--- src/rtl/buffer_ctrl.sv ---
// buffer_ctrl: pointer/occupancy controller for a circular parallel-write, parallel-read line buffer.
// Optional synchronous flush port when BUF_CTRL_FLUSH_EN is defined. Revision: 1.0
`default_nettype none

module buffer_ctrl #(
  parameter int SIZE        = 16,
  parameter int MEM_SIZE    = 8,
  parameter int PAR_WRITE   = 4,
  parameter int PAR_READ    = 2,
  parameter int STRIDE      = 1,
  parameter int ADDRES_SIZE = $clog2(MEM_SIZE),
  parameter int CNT_SIZE    = $clog2(MEM_SIZE + 1)
) (
  input  logic                   clk,
  input  logic                   rst_n,
  input  logic                   in_valid,
  output logic                   in_ready,
  output logic                   out_valid,
  input  logic                   out_ready,
  output logic                   wen,
  output logic [ADDRES_SIZE-1:0] waddr,
  output logic [ADDRES_SIZE-1:0] raddr,
  output logic [CNT_SIZE-1:0]    count
`ifdef BUF_CTRL_FLUSH_EN
  ,
  input  logic                   flush
`endif
);

  localparam logic [ADDRES_SIZE:0] c_MEM_A   = (ADDRES_SIZE+1)'(MEM_SIZE);
  localparam logic [ADDRES_SIZE:0] c_PW_A    = (ADDRES_SIZE+1)'(PAR_WRITE);
  localparam logic [ADDRES_SIZE:0] c_ST_A    = (ADDRES_SIZE+1)'(STRIDE);
  localparam logic [CNT_SIZE:0]    c_MEM_C   = (CNT_SIZE+1)'(MEM_SIZE);
  localparam logic [CNT_SIZE:0]    c_PW_CX   = (CNT_SIZE+1)'(PAR_WRITE);
  localparam logic [CNT_SIZE-1:0]  c_PW_C    = CNT_SIZE'(PAR_WRITE);
  localparam logic [CNT_SIZE-1:0]  c_ST_C    = CNT_SIZE'(STRIDE);
  localparam logic [CNT_SIZE-1:0]  c_PR_C    = CNT_SIZE'(PAR_READ);

  generate
    if (SIZE < 1 || STRIDE < 1 || STRIDE > PAR_READ || PAR_WRITE > MEM_SIZE || PAR_READ > MEM_SIZE)
    begin : g_bad_params
      $error("buffer_ctrl: illegal parameter combination");
    end
  endgenerate

  logic [ADDRES_SIZE-1:0] r_wptr;
  logic [ADDRES_SIZE-1:0] r_rptr;
  logic [CNT_SIZE-1:0]    r_count;

  logic                   w_flush;
  logic                   w_wr;
  logic                   w_rd;
  logic [ADDRES_SIZE:0]   w_wsum;
  logic [ADDRES_SIZE:0]   w_rsum;
  logic [ADDRES_SIZE:0]   w_wwrap;
  logic [ADDRES_SIZE:0]   w_rwrap;

`ifdef BUF_CTRL_FLUSH_EN
  assign w_flush = flush;
`else
  assign w_flush = 1'b0;
`endif

  // Space check uses only the registered count; a same-cycle read never frees room early.
  assign in_ready  = ({1'b0, r_count} + c_PW_CX) <= c_MEM_C;
  assign out_valid = r_count >= c_PR_C;
  assign wen       = in_valid & in_ready & ~w_flush;
  assign w_wr      = wen;
  assign w_rd      = out_valid & out_ready;

  // One extra bit holds ptr+step without overflow, so a single subtract wraps any MEM_SIZE.
  assign w_wsum  = {1'b0, r_wptr} + c_PW_A;
  assign w_rsum  = {1'b0, r_rptr} + c_ST_A;
  assign w_wwrap = (w_wsum >= c_MEM_A) ? (w_wsum - c_MEM_A) : w_wsum;
  assign w_rwrap = (w_rsum >= c_MEM_A) ? (w_rsum - c_MEM_A) : w_rsum;

  always_ff @(posedge clk or negedge rst_n) begin
    if (!rst_n) begin
      r_wptr  <= '0;
      r_rptr  <= '0;
      r_count <= '0;
    end else if (w_flush) begin
      r_wptr  <= '0;
      r_rptr  <= '0;
      r_count <= '0;
    end else begin
      if (w_wr) r_wptr <= w_wwrap[ADDRES_SIZE-1:0];
      if (w_rd) r_rptr <= w_rwrap[ADDRES_SIZE-1:0];
      case ({w_wr, w_rd})
        2'b10:   r_count <= r_count + c_PW_C;
        2'b01:   r_count <= r_count - c_ST_C;
        2'b11:   r_count <= r_count + c_PW_C - c_ST_C;
        default: r_count <= r_count;
      endcase
    end
  end

  assign waddr = r_wptr;
  assign raddr = r_rptr;
  assign count = r_count;

endmodule

`default_nettype wire

--- config.mk ---
export PLATFORM = sky130hd
export DESIGN_NAME = buffer_ctrl
export DESIGN_NICKNAME = d
export VERILOG_FILES = /design/src/rtl/buffer_ctrl.sv
export SDC_FILE = /design/constraint.sdc
export NUM_CORES = 1
export LEC_CHECK = 0
export ABC_AREA = 1
export ABC_CLOCK_PERIOD_IN_PS = 2500
export CAP_MARGIN = 20
export CORE_AREA = 4 4 41 43
export DETAILED_ROUTE_END_ITERATION = 8
export DIE_AREA = 0 0 45 47
export PLACE_DENSITY = 0.72
export SLEW_MARGIN = 10
export SYNTH_ARGS = -nofsm -noshare
export SYNTH_HDL_FRONTEND = slang
export SYNTH_SLANG_ARGS = --single-unit
--- constraint.sdc ---
create_clock -name clk -period 2.5 [get_ports clk]
set_input_delay 0.5 -clock clk [delete_from_list [all_inputs] [get_ports clk]]
set_output_delay 0.5 -clock clk [all_outputs]
set_load 0.01 [all_outputs]
==> results of run 1 <==
worst reg2reg max path: stages (launching register included):
cell	delay, ps
dfrtp_2	410
inv_2	80
ha_1	240
a21oi_4	310
nand4_1	130
nand2_1	110
clkinv_1	70
nand2_1	60
nand3_1	70
nand2_1	70
nand2_1	40
cell families after synthesis:
family,count (synthesis),synth area share (%)
buffers and inverters,15,12.3
flip-flops,8,36.4
XOR/XNOR,6,9.55
other,1,0.681
AND/OR/NAND/NOR,24,19.5
adder cells (fa/ha/maj),7,15.9
AO/OA/AOI/OAI,4,5.68
cell usage after synthesis:
library cell   n
nand2_1       15
inv_1         10
dfrtp_1        8
ha_1           7
nand3_1        5
xor2_1         4
buf_4          3
nand4_1        2
o21ai_0        2
xnor2_1        2
a21oi_1        1
a21oi_4        1
clkinv_1       1
conb_1         1
inv_2          1
nand3_2        1
nor2_1         1
routing by layer:
| metal | vias up | part of all wire [%] | GRT usage (%) |
|---|---|---|---|
| met1 | 213 | 46 | 14.5 |
| li1 | 229 | - | - |
| met2 | 18 | 47 | 20.6 |
| met3 | 2 | 6.2 | 6.90 |
| met5 | - | 0 | 0 |
| met4 | 0 | 1.2 | 5.26 |
layout make-up:
| type | instances | area, µm² |
|---|---|---|
| Sequential cell | 8 | 201 |
| Inverter | 12 | 45.0 |
| Tap cell | 15 | 18.8 |
| Clock buffer | 3 | 22.5 |
| Fill cell | 135 | 582 |
| Multi-Input combinational cell | 43 | 289 |
| Timing Repair Buffer | 14 | 143 |
report_power, final:
part | leakage (nW) | internal, mW | switching (mW)
Clock | 0.0138 | 0.0547 | 0.0410
Combinational | 0.268 | 0.282 | 0.286
Sequential | 0.0933 | 0.202 | 0.0756
flip-flops by register name, summed over array words and instances (netlist names):
signal	count
count	4
raddr	3
waddr	1
cells in the final DEF (no fill, tap or decap), drive strengths merged:
| cell type | instances |
|---|---|
| nand2 | 15 |
| clkdlybuf4s50 | 13 |
| inv | 11 |
| dfrtp | 8 |
| ha | 7 |
| nand3 | 6 |
| xor2 | 4 |
| clkbuf | 3 |
| xnor2 | 2 |
| o21ai | 2 |
| nand4 | 2 |
| conb | 2 |
| a21oi | 2 |
| nor2 | 1 |
| clkinv | 1 |
| dlymetal6s2s | 1 |
worst max-delay path by stage:
stage,startpoint,to,slack [ps],cells past startpoint
floorplan,count[2],wen,800,6
global placement,in_valid,wen,180,4
detailed placement,in_valid,wen,180,4
CTS,count[3],wen,30,7
global route,count[1],in_ready,190,5
finish,count[1],in_ready,290,5
timing repair:
item / CTS / global route
resized for setup: 1 / 4
gates cloned: 0 / 0
setup endpoints to repair: 1 / 1
==> metrics.md, run 1 <==
| Metric | Value |
|---|---|
| Synth top area cells | `dfrtp_1 (36%), ha_1 (16%), nand2_1 (10%), inv_1 (6.8%), xor2_1 (6.4%)` |
| Number of setup buffers added after CTS | `0` |
| DR vias | `roughly 460` |
| Die area | `about 2100 µm²` |
| Global-route wire length before repair | `approximately 1.9 mm` |
| Clock buffer count from CTS | `3` |
| Area Growth Syn to Fin | `30.7%` |
| Mean post-synth cell area | `around 8.5 µm²` |
| CP Data Required Time | `about 2000 ps` |
| Final core occ | `between 50 and 60%` |
| HP Start | `raddr[2]` |
| Die Y | `47 µm` |
| IO Pins | `17` |
| Vias in the first global route | `450` |
| VDD IR max | `0.000731 V` |
| Synth cell types | `17` |
| Max-cap violation count | `0` |
| Post-route cell area | `slightly above 700 µm²` |
| Worst path cell trace | `inv_2 > ha_1 > nand3_1 > nand2_2 > clkdlybuf4s50_1` |
| Status | `complete, no violations` |
| Synth Cell Area | `about 550 µm²` |
| Final Slew Violations | `0` |
| Synth warnings | `0` |
| Placed cell count | `slightly above 90` |
| Seq/Total Area, Yosys | `36.4%` |
| Setup_tns | `0 ps` |
| Critical path peak fanout | `5` |
| Clock sink count | `8` |
| GRT Total Usage | `around 13%` |
| Max Clk Rate | `453 MHz` |
| Final hold slack | `roughly 470 ps` |
| Num rows | `13` |
| Avg Vias per Cell | `4.86` |
| PnR worst setup slack | `between 200 and 300 ps` |
| CP startpoint kind | `register` |
| Hold depth | `1` |
| Antenna violations before repair | `0` |
| Synthesis-stage register bit count | `8` |
| DRC errors left | `0` |
| Initial drt markers | `7` |
| Synthesized instance count | `65` |
| Area leader, netlist | `dfrtp_1` |
| Clock Tree Buf Depth | `2` |
| Reg-to-reg critical path startpoint | `count[2]` |
| RePlAce Congestion | `~0.7` |
| Pwr/cell area | `approximately 1300 nW/µm²` |
| RSZ-0062 raised after global routing | `false` |
| Pre-CTS setup slack | `about 180 ps` |
| Largest stage delay on the critical path | `about 550 ps` |
| Endpoints failing hold | `0` |
| CP top delay family | `buffers and inverters` |
| Hold EP | `raddr[2]` |
| Crit Path Class | `reg2out` |
| Layout cells sized above 1 | `approximately 13%` |
| Reg clk slew, reported paths | `around 50 ps` |
| Die width | `between 40 and 50 µm` |
| Worst skew pair latency | `between 200 and 300 ps` |
| Gr ovfl total | `0` |
| Worst Clk Skew | `a little over 1 ps` |
| Antenna Cells | `0` |
| Power Total | `between 0.9 and 1 mW` |
| P_leak | `between 0.3 and 0.4 nW` |
| Bufs and invs on worst path | `2` |
| Core area | `around 1300 µm²` |
| CTS tree | `yes` |
| Area of placed instances | `approximately 690 µm²` |
| R2r endpoint | `count[3]` |
| Final wirelength | `between 1 and 1.5 mm` |
| Worst setup EP type | `output port` |
| Arrival time worst endpoint | `approximately 1700 ps` |
| Port bufs | `14` |
| Root Buffer | `clkbuf_4` |
| Drt first pass iters | `4` |
| Tmin final | `between 2000 and 2500 ps` |
| Final setup fails | `0` |
| Reg2Reg Setup Slack | `slightly above 800 ps` |
| Initial Utilization | `a little over two fifths` |
| H-tree levels | `1` |
| Hold-fix buffers, CTS | `0` |
| Largest net degree at the start of global routing | `11` |
| Mean routed wirelength per cell | `around 11 µm` |
| HPWL after DPL | `~850 µm` |
| Worst min-delay path category | `reg2reg` |
| Top-area cell type share of the netlist area | `36.4%` |
| FF-to-FF path depth | `10` |
| Routed Antenna Nets | `0` |
| Nets@finish | `between 90 and 100` |
| Worst path slowest cell | `clkdlybuf4s50_1` |
| Final worst path period share | `approximately nine tenths` |
| Post-Layout Cell Count | `between 90 and 100` |
Note: power is estimated with default switching activity, not from simulation.
==> run 2: changes to the inputs <==
--- a/config.mk
+++ b/config.mk
@@ -13,2 +13,3 @@
 export DIE_AREA = 0 0 45 47
+export GPL_ROUTABILITY_DRIVEN = 0
 export PLACE_DENSITY = 0.72
==> constraint.sdc (replaced) <==
create_clock -name clk -period 2.5 [get_ports clk]
set_input_delay 0.25 -clock clk [delete_from_list [all_inputs] [get_ports clk]]
set_output_delay 0.25 -clock clk [all_outputs]
set_load 0.01 [all_outputs]
==> run 2 against run 1 <==
  * Non-clock buffer count unchanged
  * Combinational power barely moved
  * Largest power group unchanged
  * Count of clock-buffer cells in the layout is the same
  * Critical endpoint is now wen
  * Final area fell by 0.87%
  * Via count fell by 3.7%
  * Routed wire length decreased by 3.6%
  * Flip-flop and latch count unchanged
  * Sequential power fell by 3%
  * Register-to-register slack got worse by 130 ps
  * Maximum frequency down 1.3%
  * Clock power shrank 2%
  * Critical path depth grew 2
==> metrics.md, run 2 (synthesis results as in run 1) <==
| Metric | Value |
|---|---|
| Status | `complete, no violations (unchanged)` |
| Mean routed wirelength per cell | `10.6 µm (was 11.0 µm)` |
| CP Data Required Time | `2250 ps (was 2000 ps)` |
| Worst min-delay path category | `in2async (was reg2reg)` |
| P_leak | `0.362 nW (was 0.375 nW)` |
| Final worst path period share | `89.5% (was 88.3%)` |
| Gr ovfl total | `0 (unchanged)` |
| Worst skew pair latency | `250 ps (about the same)` |
| DRC errors left | `0 (unchanged)` |
| Arrival time worst endpoint | `1990 ps (was 1710 ps)` |
| CP startpoint | `count[2] (was count[1])` |
| Initial Utilization | `42.3% (unchanged)` |
| Clock sink count | `8 (unchanged)` |
| Reg-to-reg critical path startpoint | `count[2] (unchanged)` |
| Critical path peak fanout | `6 (was 5)` |
| CTS tree | `yes (unchanged)` |
| VDD IR max | `0.000762 V (was 0.000731 V)` |
| Largest net degree at the start of global routing | `11 (unchanged)` |
| CP startpoint kind | `register (unchanged)` |
| Tmin final | `2240 ps (was 2210 ps)` |
| Die width | `45 µm (unchanged)` |
| Port bufs | `14 (unchanged)` |
| Final hold slack | `275 ps (was 472 ps)` |
| Antenna Cells | `0 (unchanged)` |
| Vias in the first global route | `419 (was 450)` |
| Area Growth Syn to Fin | `29.5% (was 30.7%)` |
| GRT Total Usage | `11.0% (was 12.9%)` |
| Num rows | `13 (unchanged)` |
| Hold-fix buffers, CTS | `0 (unchanged)` |
| Antenna violations before repair | `0 (unchanged)` |
| Most common cell after layout, fill and taps aside | `nand2_1 (unchanged)` |
| Final Slew Violations | `0 (unchanged)` |
| Crit Path Class | `reg2out (unchanged)` |
| Final wirelength | `1.00 mm (was 1.04 mm)` |
| Endpoints failing hold | `0 (unchanged)` |
| Worst setup EP type | `output port (unchanged)` |
| RSZ-0062 raised after global routing | `false (unchanged)` |
| HPWL after DPL | `800 µm (was 851 µm)` |
| Number of setup buffers added after CTS | `0 (unchanged)` |
| Worst Clk Skew | `1.87 ps (was 1.01 ps)` |
| Die area | `2120 µm² (unchanged)` |
| Avg Vias per Cell | `4.68 (was 4.86)` |
| Largest register FFs | `4 (unchanged)` |
| Setup_tns | `0 ps (unchanged)` |
| DR vias | `445 (was 462)` |
| Post-cts resize count | `0 (was 1)` |
| Core area | `1300 µm² (unchanged)` |
| Max-cap violation count | `0 (unchanged)` |
| Global-route wire length before repair | `1.63 mm (was 1.86 mm)` |
| Reg clk slew, reported paths | `50 ps (about the same)` |
| Drt first pass iters | `1 (was 4)` |
| Routed Antenna Nets | `0 (unchanged)` |
| Commonest non-fill, non-tap cells in the layout | `nand2_1 (15), clkdlybuf4s50_1 (14), inv_1 (10), dfrtp_1 (8), ha_1 (7) (was nand2_1 (14), clkdlybuf4s50_1 (13), inv_1 (8), ha_1 (7), dfrtp_1 (7))` |
| Max Clk Rate | `447 MHz (was 453 MHz)` |
| IO Pins | `17 (unchanged)` |
| Final core occ | `54.8% (was 55.3%)` |
| Pwr/cell area | `1310 nW/µm² (about the same)` |
| H-tree levels | `1 (unchanged)` |
| Nets@finish | `93 (unchanged)` |
| Final setup fails | `0 (unchanged)` |
| Root Buffer | `clkbuf_4 (unchanged)` |
| Die Y | `47 µm (unchanged)` |
| Layout cells sized above 1 | `7.50% (was 12.5%)` |
| Clock buffer count from CTS | `3 (unchanged)` |
| Clock Tree Buf Depth | `2 (unchanged)` |
| Initial drt markers | `0 (was 7)` |
## run 2: changes by cell type in the layout (fill, tap and decap cells not counted)
cell,before,now
dlymetal6s2s_1,1,0
dfrtp_1,7,8
nand2_2,1,0
inv_2,3,1
dfrtp_2,1,0
clkdlybuf4s50_1,13,14
nand2_1,14,15
inv_1,8,10
## run 2: critical path: stages, from the launching register on
cell and delay (ps):
dfrtp_1 440, inv_1 160, ha_1 160, inv_1 40
nand2_1 140, nand2_1 140, inv_1 120, clkdlybuf4s50_1 540
## run 2: path summary, 6_finish.rpt
kind | to | slack (ps) | depth (start not counted)
max in group asynchronous | count[1] | 1970 | 1
min in group clk | raddr[2] | 470 | 1
min | raddr[2] | 270 | 1
max reg2reg | count[3] | 680 | 10
max | wen | 260 | 7
min reg2reg | raddr[2] | 470 | 1
## run 2: power by group
part	leakage [nW]	switching [mW]	internal, mW
clock	0.0138	0.0392	0.0546
combinational	0.254	0.287	0.281
sequential	0.0943	0.0689	0.200
total	0.362	0.395	0.536
## run 2: through the flow
| step | cells | area (µm²) | power (mW) | setup WS (ps) |
|---|---|---|---|---|
| after detailed placement | 92 | 691 | 0.845 | 519 |
| final | 95 | 713 | 0.931 | 263 |
| after CTS | 95 | 713 | 0.948 | 239 |
| after global placement | 92 | 691 | 0.833 | 560 |
| after floorplan | 66 | 554 | 0.604 | 831 |
| after global routing | 95 | 713 | 1.02 | 107 |
## run 2: area by class of cell
| cell class | count | area [µm²] |
|---|---|---|
| sequential | 8 | 200 |
| tap | 15 | 18.8 |
| inverter | 12 | 45.0 |
| timing repair buffer | 14 | 140 |
| clock buffer | 3 | 22.5 |
| multi-input combinational | 43 | 287 |
| fill | 133 | 588 |
## run 2: layer usage
layer / routed length (µm) / share of wire (%) / GRT usage [%] / vias up
li1: - / - / - / 224
met1: 481 / 48 / 13.1 / 204
met2: 442 / 44 / 16.9 / 15
met3: 67 / 6.7 / 6.13 / 2
met4: 12 / 1.2 / 3.51 / 0
met5: 0 / 0 / 0 / -
==> run 3: changes to the inputs <==
Settings changed: TNS_END_PERCENT set to 100.
==> results of run 3 <==
No change in the layout: final DEF, timing and power equal those of run 2.
